### config.mk
export PLATFORM = sky130hd
export DESIGN_NAME = alu_mdu_seq_flat
export DESIGN_NICKNAME = d
export VERILOG_FILES = /design/src/rtl/alu_mdu_seq_pkg.sv /design/src/rtl/alu_mdu_seq_if.sv /design/src/rtl/alu_mdu_seq_divider.sv /design/src/rtl/alu_mdu_seq.sv /design/src/flat_wrapper.sv
export SDC_FILE = /design/constraint.sdc
export NUM_CORES = 2
export LEC_CHECK = 0
export BUFFER_PORTS_ARGS = -buffer_cell sky130_fd_sc_hd__clkbuf_2
export CORE_MARGIN = 2
export CORE_UTILIZATION = 40
export DETAILED_ROUTE_END_ITERATION = 7
export GPL_ROUTABILITY_DRIVEN = 0
export SLEW_MARGIN = 20
export SYNTH_ARGS = -nofsm -noshare
export SYNTH_HDL_FRONTEND = slang
export SYNTH_SLANG_ARGS = --single-unit
### constraint.sdc
create_clock -name clk -period 20.8 [get_ports clk]
set_input_delay 5.2 -clock clk [delete_from_list [all_inputs] [get_ports clk]]
set_output_delay 5.2 -clock clk [all_outputs]
set_load 0.02 [all_outputs]
### src/rtl/alu_mdu_seq_pkg.sv
// Shared op codes, FSM state type and op-class helpers for the EX-stage ALU/MDU.
// No ports; imported by the interface, divider and top.
package alu_pkg;

  // Op encoding shared with the single-cycle datapath ALU.
  typedef enum logic [3:0] {
    ALU_AND   = 4'd0,
    ALU_OR    = 4'd1,
    ALU_ADD   = 4'd2,
    ALU_MUL   = 4'd3,
    ALU_MULHU = 4'd4,
    ALU_DIVU  = 4'd5,
    ALU_SUB   = 4'd6,
    ALU_SLTU  = 4'd7,
    ALU_SLT   = 4'd8,
    ALU_REMU  = 4'd9,
    ALU_NOR   = 4'd12
  } alu_op_e;

  typedef enum logic [1:0] {
    IDLE = 2'd0,
    MUL  = 2'd1,
    DIV  = 2'd2,
    DONE = 2'd3
  } mdu_state_e;

  // Ops that run through the iterative multiplier or divider.
  function automatic logic is_iterative(input logic [3:0] op);
    return op inside {ALU_MUL, ALU_MULHU, ALU_DIVU, ALU_REMU};
  endfunction

  function automatic logic is_divide(input logic [3:0] op);
    return op inside {ALU_DIVU, ALU_REMU};
  endfunction

endpackage

### src/rtl/alu_mdu_seq_if.sv
// Request/response bundle between the EX pipeline (master) and alu_mdu_seq (slave).
// Signals: in_valid/in_ready/src1/src2/op_sel (request), out_valid/out_ready/
// result/zero (response), busy (multi-cycle op in flight).
interface alu_mdu_seq_if #(
  parameter int unsigned XLEN = 64
);
  logic            in_valid;
  logic            in_ready;
  logic [XLEN-1:0] src1;
  logic [XLEN-1:0] src2;
  logic [3:0]      op_sel;
  logic            out_valid;
  logic            out_ready;
  logic [XLEN-1:0] result;
  logic            zero;
  logic            busy;

  modport master (
    output in_valid, src1, src2, op_sel, out_ready,
    input  in_ready, out_valid, result, zero, busy
  );

  modport slave (
    input  in_valid, src1, src2, op_sel, out_ready,
    output in_ready, out_valid, result, zero, busy
  );
endinterface

### src/rtl/alu_mdu_seq_divider.sv
// Radix-2 restoring unsigned divider, one quotient bit per clock.
// Ports: clk, rst (async, active-high); start loads dividend/divisor;
// done_c marks the final step, with quotient_c/remainder_c holding that step's
// results (valid only while done_c is high).
module seq_divider #(
  parameter int unsigned XLEN = 64
) (
  input  logic            clk,
  input  logic            rst,
  input  logic            start,
  input  logic [XLEN-1:0] dividend,
  input  logic [XLEN-1:0] divisor,
  output logic            done_c,
  output logic [XLEN-1:0] quotient_c,
  output logic [XLEN-1:0] remainder_c
);
  localparam int unsigned CNT_W = $clog2(XLEN) + 1;

  logic             run_q;
  logic [CNT_W-1:0] cnt_q;
  logic [XLEN-1:0]  quo_q;
  logic [XLEN-1:0]  rem_q;
  logic [XLEN-1:0]  dvs_q;
  logic [XLEN:0]    shifted;
  logic [XLEN-1:0]  diff;
  logic             fits;

  // One restoring step. A zero divisor always "fits", so the quotient fills
  // with ones and the remainder ends up equal to the dividend.
  always_comb begin
    shifted     = {rem_q, quo_q[XLEN-1]};
    fits        = shifted >= {1'b0, dvs_q};
    diff        = shifted[XLEN-1:0] - dvs_q;
    remainder_c = fits ? diff : shifted[XLEN-1:0];
    quotient_c  = {quo_q[XLEN-2:0], fits};
    done_c      = run_q && (cnt_q == CNT_W'(XLEN - 1));
  end

  // Iteration state.
  always_ff @(posedge clk or posedge rst) begin
    if (rst) begin
      run_q <= 1'b0;
      cnt_q <= '0;
      quo_q <= '0;
      rem_q <= '0;
      dvs_q <= '0;
    end else if (start) begin
      run_q <= 1'b1;
      cnt_q <= '0;
      quo_q <= dividend;
      rem_q <= '0;
      dvs_q <= divisor;
    end else if (run_q) begin
      quo_q <= quotient_c;
      rem_q <= remainder_c;
      cnt_q <= cnt_q + CNT_W'(1);
      if (done_c) run_q <= 1'b0;
    end
  end
endmodule

### src/rtl/alu_mdu_seq.sv
// EX-stage ALU with iterative unsigned multiply/divide behind a valid/ready handshake.
// Ports: clk, rst (async, active-high), bus (alu_mdu_seq_if.slave): request
// in_valid/in_ready/src1/src2/op_sel, response out_valid/out_ready/result/zero,
// busy while a multiply or divide iterates.
module alu_mdu_seq
  import alu_pkg::*;
#(
  parameter int unsigned XLEN = 64
) (
  input  logic           clk,
  input  logic           rst,
  alu_mdu_seq_if.slave   bus
);
  localparam int unsigned CNT_W = $clog2(XLEN) + 1;

  mdu_state_e        state_q, state_d;
  logic [3:0]        op_q;
  logic [XLEN-1:0]   result_q;
  logic              zero_q;
  logic [XLEN-1:0]   mcand_q;
  logic [XLEN-1:0]   mplier_q;
  logic [2*XLEN-1:0] acc_q;
  logic [CNT_W-1:0]  cnt_q;

  logic              in_ready_c;
  logic              accept;
  logic              mul_last;
  logic [XLEN-1:0]   alu_res;
  logic [XLEN:0]     mul_sum;
  logic [2*XLEN-1:0] acc_d;
  logic [XLEN-1:0]   mul_res;
  logic              div_start;
  logic              div_done_c;
  logic [XLEN-1:0]   div_quo_c;
  logic [XLEN-1:0]   div_rem_c;

  seq_divider #(.XLEN(XLEN)) u_div (
    .clk         (clk),
    .rst         (rst),
    .start       (div_start),
    .dividend    (bus.src1),
    .divisor     (bus.src2),
    .done_c      (div_done_c),
    .quotient_c  (div_quo_c),
    .remainder_c (div_rem_c)
  );

  // Next state and handshake decode.
  always_comb begin
    state_d    = state_q;
    in_ready_c = (state_q == IDLE) || ((state_q == DONE) && bus.out_ready);
    accept     = bus.in_valid && in_ready_c;
    mul_last   = (state_q == MUL) && (cnt_q == CNT_W'(XLEN - 1));
    div_start  = accept && is_divide(bus.op_sel);
    unique case (state_q)
      IDLE, DONE: begin
        if (accept) begin
          if (!is_iterative(bus.op_sel))  state_d = DONE;
          else if (is_divide(bus.op_sel)) state_d = DIV;
          else                            state_d = MUL;
        end else if ((state_q == DONE) && bus.out_ready) begin
          state_d = IDLE;
        end
      end
      MUL:     if (mul_last)   state_d = DONE;
      DIV:     if (div_done_c) state_d = DONE;
      default: state_d = IDLE;
    endcase
  end

  always_ff @(posedge clk or posedge rst) begin
    if (rst) state_q <= IDLE;
    else     state_q <= state_d;
  end

  // Single-cycle ops, evaluated on the live operands at accept.
  always_comb begin
    alu_res = '0;
    case (bus.op_sel)
      ALU_AND:  alu_res = bus.src1 & bus.src2;
      ALU_OR:   alu_res = bus.src1 | bus.src2;
      ALU_ADD:  alu_res = bus.src1 + bus.src2;
      ALU_SUB:  alu_res = bus.src1 - bus.src2;
      ALU_SLTU: alu_res = XLEN'(bus.src1 < bus.src2);
      ALU_SLT:  alu_res = XLEN'($signed(bus.src1) < $signed(bus.src2));
      ALU_NOR:  alu_res = ~(bus.src1 | bus.src2);
      default:  alu_res = '0;
    endcase
  end

  // Shift-add step: add into the upper half, then shift the whole
  // accumulator right so the product settles into acc after XLEN steps.
  always_comb begin
    mul_sum = {1'b0, acc_q[2*XLEN-1:XLEN]} + {1'b0, (mplier_q[0] ? mcand_q : '0)};
    acc_d   = {mul_sum, acc_q[XLEN-1:1]};
    mul_res = (op_q == ALU_MULHU) ? acc_d[2*XLEN-1:XLEN] : acc_d[XLEN-1:0];
  end

  // Operand capture, multiplier iteration and result register.
  always_ff @(posedge clk or posedge rst) begin
    if (rst) begin
      op_q     <= '0;
      result_q <= '0;
      zero_q   <= 1'b1;
      mcand_q  <= '0;
      mplier_q <= '0;
      acc_q    <= '0;
      cnt_q    <= '0;
    end else begin
      if (accept) begin
        op_q <= bus.op_sel;
        if (!is_iterative(bus.op_sel)) begin
          result_q <= alu_res;
          zero_q   <= (alu_res == '0);
        end else if (!is_divide(bus.op_sel)) begin
          mcand_q  <= bus.src1;
          mplier_q <= bus.src2;
          acc_q    <= '0;
          cnt_q    <= '0;
        end
      end
      if (state_q == MUL) begin
        acc_q    <= acc_d;
        mplier_q <= mplier_q >> 1;
        cnt_q    <= cnt_q + CNT_W'(1);
        if (mul_last) begin
          result_q <= mul_res;
          zero_q   <= (mul_res == '0);
        end
      end
      if ((state_q == DIV) && div_done_c) begin
        result_q <= (op_q == ALU_REMU) ? div_rem_c : div_quo_c;
        zero_q   <= (((op_q == ALU_REMU) ? div_rem_c : div_quo_c) == '0);
      end
    end
  end

  assign bus.in_ready  = in_ready_c;
  assign bus.out_valid = (state_q == DONE);
  assign bus.busy      = (state_q == MUL) || (state_q == DIV);
  assign bus.result    = result_q;
  assign bus.zero      = zero_q;
endmodule

### src/flat_wrapper.sv
// flat-port wrapper written by rule: the top's interface ports become plain ports
module alu_mdu_seq_flat import alu_pkg::*;
#(
  parameter int unsigned XLEN = 64
)
  (clk, rst, bus_in_valid, bus_src1, bus_src2, bus_op_sel, bus_out_ready, bus_in_ready, bus_out_valid, bus_result, bus_zero, bus_busy);
  alu_mdu_seq_if #(.XLEN(XLEN)) bus_i ();
  input  logic clk;
  input  logic rst;
  input wire logic [$bits(bus_i.in_valid)-1:0] bus_in_valid;
  input wire logic [$bits(bus_i.src1)-1:0] bus_src1;
  input wire logic [$bits(bus_i.src2)-1:0] bus_src2;
  input wire logic [$bits(bus_i.op_sel)-1:0] bus_op_sel;
  input wire logic [$bits(bus_i.out_ready)-1:0] bus_out_ready;
  output wire logic [$bits(bus_i.in_ready)-1:0] bus_in_ready;
  output wire logic [$bits(bus_i.out_valid)-1:0] bus_out_valid;
  output wire logic [$bits(bus_i.result)-1:0] bus_result;
  output wire logic [$bits(bus_i.zero)-1:0] bus_zero;
  output wire logic [$bits(bus_i.busy)-1:0] bus_busy;
  assign bus_i.in_valid = bus_in_valid;
  assign bus_i.src1 = bus_src1;
  assign bus_i.src2 = bus_src2;
  assign bus_i.op_sel = bus_op_sel;
  assign bus_i.out_ready = bus_out_ready;
  assign bus_in_ready = bus_i.in_ready;
  assign bus_out_valid = bus_i.out_valid;
  assign bus_result = bus_i.result;
  assign bus_zero = bus_i.zero;
  assign bus_busy = bus_i.busy;
  alu_mdu_seq #(.XLEN(XLEN)) u_core (.clk(clk), .rst(rst), .bus(bus_i));
endmodule
# After elaboration in Yosys (flattened, before gate mapping)
# Cells that the tools add are included.
[classes] addsub=6 magnitude_cmp=3 eq_ne=21 n_mux=43 bitwise=4 n_reduce_logical=22
[ops] op="$mux W64" count=17
[ops] op="$mux W128" count=4
[ops] op="$pmux W64 S7" count=1
[ops] op="$logic_not A64 Y1" count=3
[ops] op="$lt A64 B64 Y1" count=2
[ops] op="$sub A64 B64 Y64" count=2
[ops] op="$add A64 B64 Y65" count=1
[ops] op="$ge A65 B64 Y1" count=1
[ops] op="$add A64 B64 Y64" count=1
[ops] op="$and A64 B64 Y64" count=1
[ops] op="$not A64 Y64" count=1
[ops] op="$or A64 B64 Y64" count=1
[ops] op="$mux W7" count=6
[ops] op="$eq A4 B3 Y1 const B" count=5
[ops] op="$eq A4 B4 Y1 const B" count=4
[ops] op="$add A7 B1 Y7 const B" count=2
[ops] op="$eq A7 B6 Y1 const B" count=2
[ops] op="$mux W2" count=6
[ops] op="$reduce_and A3 Y1" count=3
[ops] op="$eq A4 B2 Y1 const B" count=2
[ops] op="$mux W1" count=8
[ops] op="$reduce_bool A2 Y1" count=4
[ops] op="$logic_and A1 B1 Y1" count=6
[ops] op="$pmux W2 S3" count=1
[ops] op="12 further kinds" count=15
[totals] regBits=534 input_bits=136 output_inout_bits=68 elab_cells=112

# Logic depth before layout (Yosys ltp)
[depth] word_depth=9 ltp_mapped=19 ltp_nobuf=18

# By module
# From an unflattened synthesis, not the netlist that was laid out.
[hier_totals] cells_unflattened=6155 area_unflattened_um2=46186.8
[modules_own_cells] module="alu_mdu_seq" instances=1 cells_per_inst=4581 area_each_um2=32750.2 seq_area_each_um2=8334.2
[modules_own_cells] module="seq_divider" instances=1 cells_per_inst=1574 area_each_um2=13436.6 seq_area_each_um2=5004.8

# Worst setup path before layout
# OpenSTA, ideal clock, no wires.
[synth_path] path_type="in2out" start="input port bus_out_ready" end="output port bus_in_ready" arrival_ns=5.447 required_ns=15.600 path_slack_ns=10.153 path_stages=1 path_buffers=0 path_cell_list="a21o_1"
[synth_between] elab_chain_len=2
[synth_rtl] element="from (decl)" line="flat_wrapper.sv:14" rtl="input wire logic [$bits(bus_i.out_ready)-1:0] bus_out_ready;"
[synth_rtl] element="$logic_and A1 B1 Y1" line="alu_mdu_seq.sv:51" rtl="in_ready_c = (state_q == IDLE) || ((state_q == DONE) && bus.out_ready);"
[synth_rtl] element="$logic_or A1 B1 Y1" line="alu_mdu_seq.sv:51"
[synth_rtl] element="to (decl)" line="flat_wrapper.sv:15" rtl="output wire logic [$bits(bus_i.in_ready)-1:0] bus_in_ready;"
# No other way between the ends.

# Final worst setup path
# Ends and elaborated chain as after synthesis.

==> results_dict.tcl <==
set metrics [dict create \
    synth.ff_latch_count 533 \
    detailedRoute.firstPassIterationCount 8 \
    synth_nets 6746 \
    first_global_vias 45750 \
    initial_core_util_pct 40.47 \
    fmaxAchievable_mhz 91.77 \
    floorplan.io_pins 204 \
    met2RoutedLength_mm 83.28 \
    final_layout_size_suffix_gt1_share_pct 8.085 \
    tns_ps 0 \
    cp_common_cell "clkbuf_2" \
    skew_ps 18.61 \
    maxUsedRoutingLayer "met5" \
    postSynth.asyncResetShare_pct 100.0 \
    met1_length_mm 84.47 \
    hold_buffers 0 \
    worstReg2RegEnd "u_core.bus.zero$_DFF_PP1_" \
    detailedRoute.firstIterationViolations 7611 \
    worst_slew_pin_slew_ps 1153 \
    timing.hold.worst_endpoint "u_core.mcand_q[35]$_DFFE_PP0P_" \
    rows 125 \
    hold_class "flip-flop to flip-flop" \
    start_kind "input pin" \
    fin_crit_sh_pct 52.39 \
    core_sq_um 116500 \
    critical_path.endpoint_type "output pin" \
    clockBufferDepth 3 \
    route.met3.wl_mm 28.78 \
    antenna_violations_before_repair 30 \
    numClockSinks 533 \
    finalWirelength_mm 208.4 \
    yosysUniqueCellTypes 116 \
    cell_chain_critical_path "clkbuf_2, a21o_1, clkbuf_2" \
    timing.final.crit_period_ps 10900 \
    worstSetupPathType "input pin to output pin" \
    setup-violations-final 0 \
    cp_slowest_cell "a21o_1" \
    synth_top_cells_by_area "dfrtp_1, ha_1, nand2_1" \
    final-max-slew-violation-count 0 \
    synth_warnings 0 \
    status "complete, but fails checks" \
    overflow_after_grt 0 \
    postSynthAreaPerCell_sq_um 7.511 \
    grt_usage_pct 33.30 \
    netlist_top_cells_count "nand2_1, o21ai_0, nor2_1" \
    most_repeated_cell_in_the_gate_level_netlist_after_synthesis "nand2_1" \
    family_of_cells_with_the_greatest_summed_delay_on_the_critical_path "buffers and inverters" \
    route.antenna.remaining_nets 0 \
    synth.largest_area_cell "dfrtp_1" \
    dominantRegCellSynth "dfrtp_1" \
    tritoncts "yes" \
    port_buffers 203 \
    cts.reportedPaths.clkPinSlew_ps 50 \
    htree_levels 3 \
    vias_per_cell 6.489 \
    hold_start "u_core.mcand_q[35]$_DFFE_PP0P_" \
    worst_slew_margin_pct 21.17 \
    worst_ir_drop_vdd_uv 108.6 \
    max_cap_violations 0 \
    worstPathArrival_ps 5700 \
    chipHeight_um 347.3 \
    largest_net_degree_at_the_start_of_global_routing 163 \
    r2r-start "u_core.u_div.rem_q[24]$_DFFE_PP0P_" \
    violated_checks "DRC" \
    fin_nets 6654 \
    fill_cells 11860 \
    synthesis.area_sq_um 47150 \
    r2r.worst_path.cells 16 \
    rrSetupSlack_ps 14190 \
    post-cts-setup-buffers 0 \
    cts.repair.resized 0 \
    postSynthCellCount 6278 \
    power.leakage_nw 22.37 \
    worstHoldPathCells 2 \
    cts_inserted_buffers 67 \
    worst_path_required_time_ps 15600 \
    flow.area_growth_from_synthesis_pct 8.470 \
    detailed_place_hpwl_mm 160.8 \
    remaining_drc_errors 28 \
    timing.critical_path.buf_inv 2 \
    path_max_fanout 4 \
    insertion_delay_ps 670 \
    crit_path_max_incr_delay_ps 230 \
    hold-worst-slack_ps 472.3 \
    die_footprint_sq_um 120600 \
    ctsRootBufferMaster "clkbuf_16" \
    via_count 50430 \
    rsz0062_at_grt "no" \
    final_core_utilization_pct 43.90 \
    die_w_um 347.3 \
    grt_pass1_wl_mm 303.9 \
    synthDominantCellAreaShare_pct 28.23 \
    total_power_mw 7.895 \
    cellPowerDensity_nw_per_um2 154.4 \
    detail_route.wl_per_cell_um 26.82 \
    seq_area_frac_synth_pct 28.29 \
    synth_edf_count 0 \
    hold_violations 0 \
]
[worst max path at each step]
stage / from / to / slack, ps / depth (start not counted)
after floorplan: rst / u_core.acc_q[100]$_DFFE_PP0P_ / 710 / 1
after global placement: bus_src2[4] / u_core.bus.zero$_DFF_PP1_ / 9580 / 17
after detailed placement: bus_out_ready / bus_in_ready / 9910 / 3
after CTS: bus_out_ready / bus_in_ready / 9910 / 3
after global routing: bus_out_ready / bus_in_ready / 9880 / 3
final: bus_out_ready / bus_in_ready / 9900 / 3
[metrics by stage]
stage	std cells	setup slack [ps]	area, sq um
global placement	7640	9581	48790
detailed placement	7641	9907	48810
global route	7767	9881	51130
finish	7772	9903	51150
floorplan	6278	706.4	47150
CTS	7758	9906	51110
[state kept, by name (all words and copies together) (netlist names)]
register and count:
u_core.op_q 4, u_core.u_div.dvs_q 64, u_core.u_div.cnt_q 7, u_core.bus.zero 1
u_core.acc_q 127, u_core.mcand_q 64, u_core.bus.result 64, u_core.u_div.quo_q 64
u_core.mplier_q 64, u_core.u_div.run_q 1, u_core.u_div.rem_q 64, u_core.cnt_q 7
u_core.state_q 2
[final cells by class]
cell class | count | area [sq um] | area share, %
antenna | 14 | 35.03 | 0.06850
clock buffer | 87 | 1874 | 3.665
clock inverter | 30 | 424.2 | 0.8293
inverter | 300 | 1134 | 2.216
multi-input combinational | 5023 | 30970 | 60.54
sequential | 533 | 13340 | 26.09
tap | 1524 | 1907 | 3.728
timing repair buffer | 261 | 1464 | 2.862
[report_power, final]
group	switching (mW)	internal (mW)	leakage (nW)
Combinational	2.96	1.56	14.6
Clock	0.526	0.742	1.13
Sequential	0.578	1.53	6.66
Total	4.06	3.83	22.4
[worst min-delay path, cell delays in order (launching register included)]
cell     delay (ps)
dfrtp_1         330
nand2_1          50
o21ai_0          60
[layout by cell type (no fill, tap or decap), types with 35 or more instances in the layout]
cell | netlist | layout
xnor2_1 | 83 | 83
o21a_1 | 55 | 55
clkbuf_2 | 1 | 203
nand4_1 | 126 | 126
nand3_1 | 95 | 94
o211ai_1 | 59 | 59
o21bai_1 | 35 | 35
nor4_1 | 73 | 72
a221o_1 | 48 | 48
buf_4 | 5 | 57
inv_1 | 300 | 299
mux2i_1 | 143 | 143
a31oi_1 | 56 | 56
nand2b_1 | 38 | 38
dfrtp_1 | 532 | 531
ha_1 | 328 | 327
clkbuf_16 | 0 | 69
nand2_1 | 937 | 935
o31ai_1 | 72 | 72
a21o_1 | 77 | 77
xor2_1 | 48 | 48
a221oi_1 | 39 | 39
a211oi_1 | 136 | 136
nor2_1 | 581 | 580
and2_1 | 92 | 90
nor3_1 | 129 | 127
o21ai_0 | 655 | 655
a21oi_1 | 540 | 540
[layer usage]
metal	global-route usage (%)	vias to the layer above
li1	-	22520
met1	45.50	24040
met2	46.92	3249
met3	11.01	603
met4	15.92	22
met5	0	-
[cells by family (layout without fill, tap and decap cells)]
logic type               Yosys count  count (layout)  share of synthesized area, %
buffers and inverters            722             678                         6.350
other                              0              14                             0
flip-flops                       533             533                         28.29
AO/OA/AOI/OAI                   2108            2108                         28.30
adder cells (fa/ha/maj)          332             332                         8.873
XOR/XNOR                         131             131                         2.433
multiplexers                     158             158                         3.394
AND/OR/NAND/NOR                 2294            2294                         22.36
(Power assumes the default switching activity.)
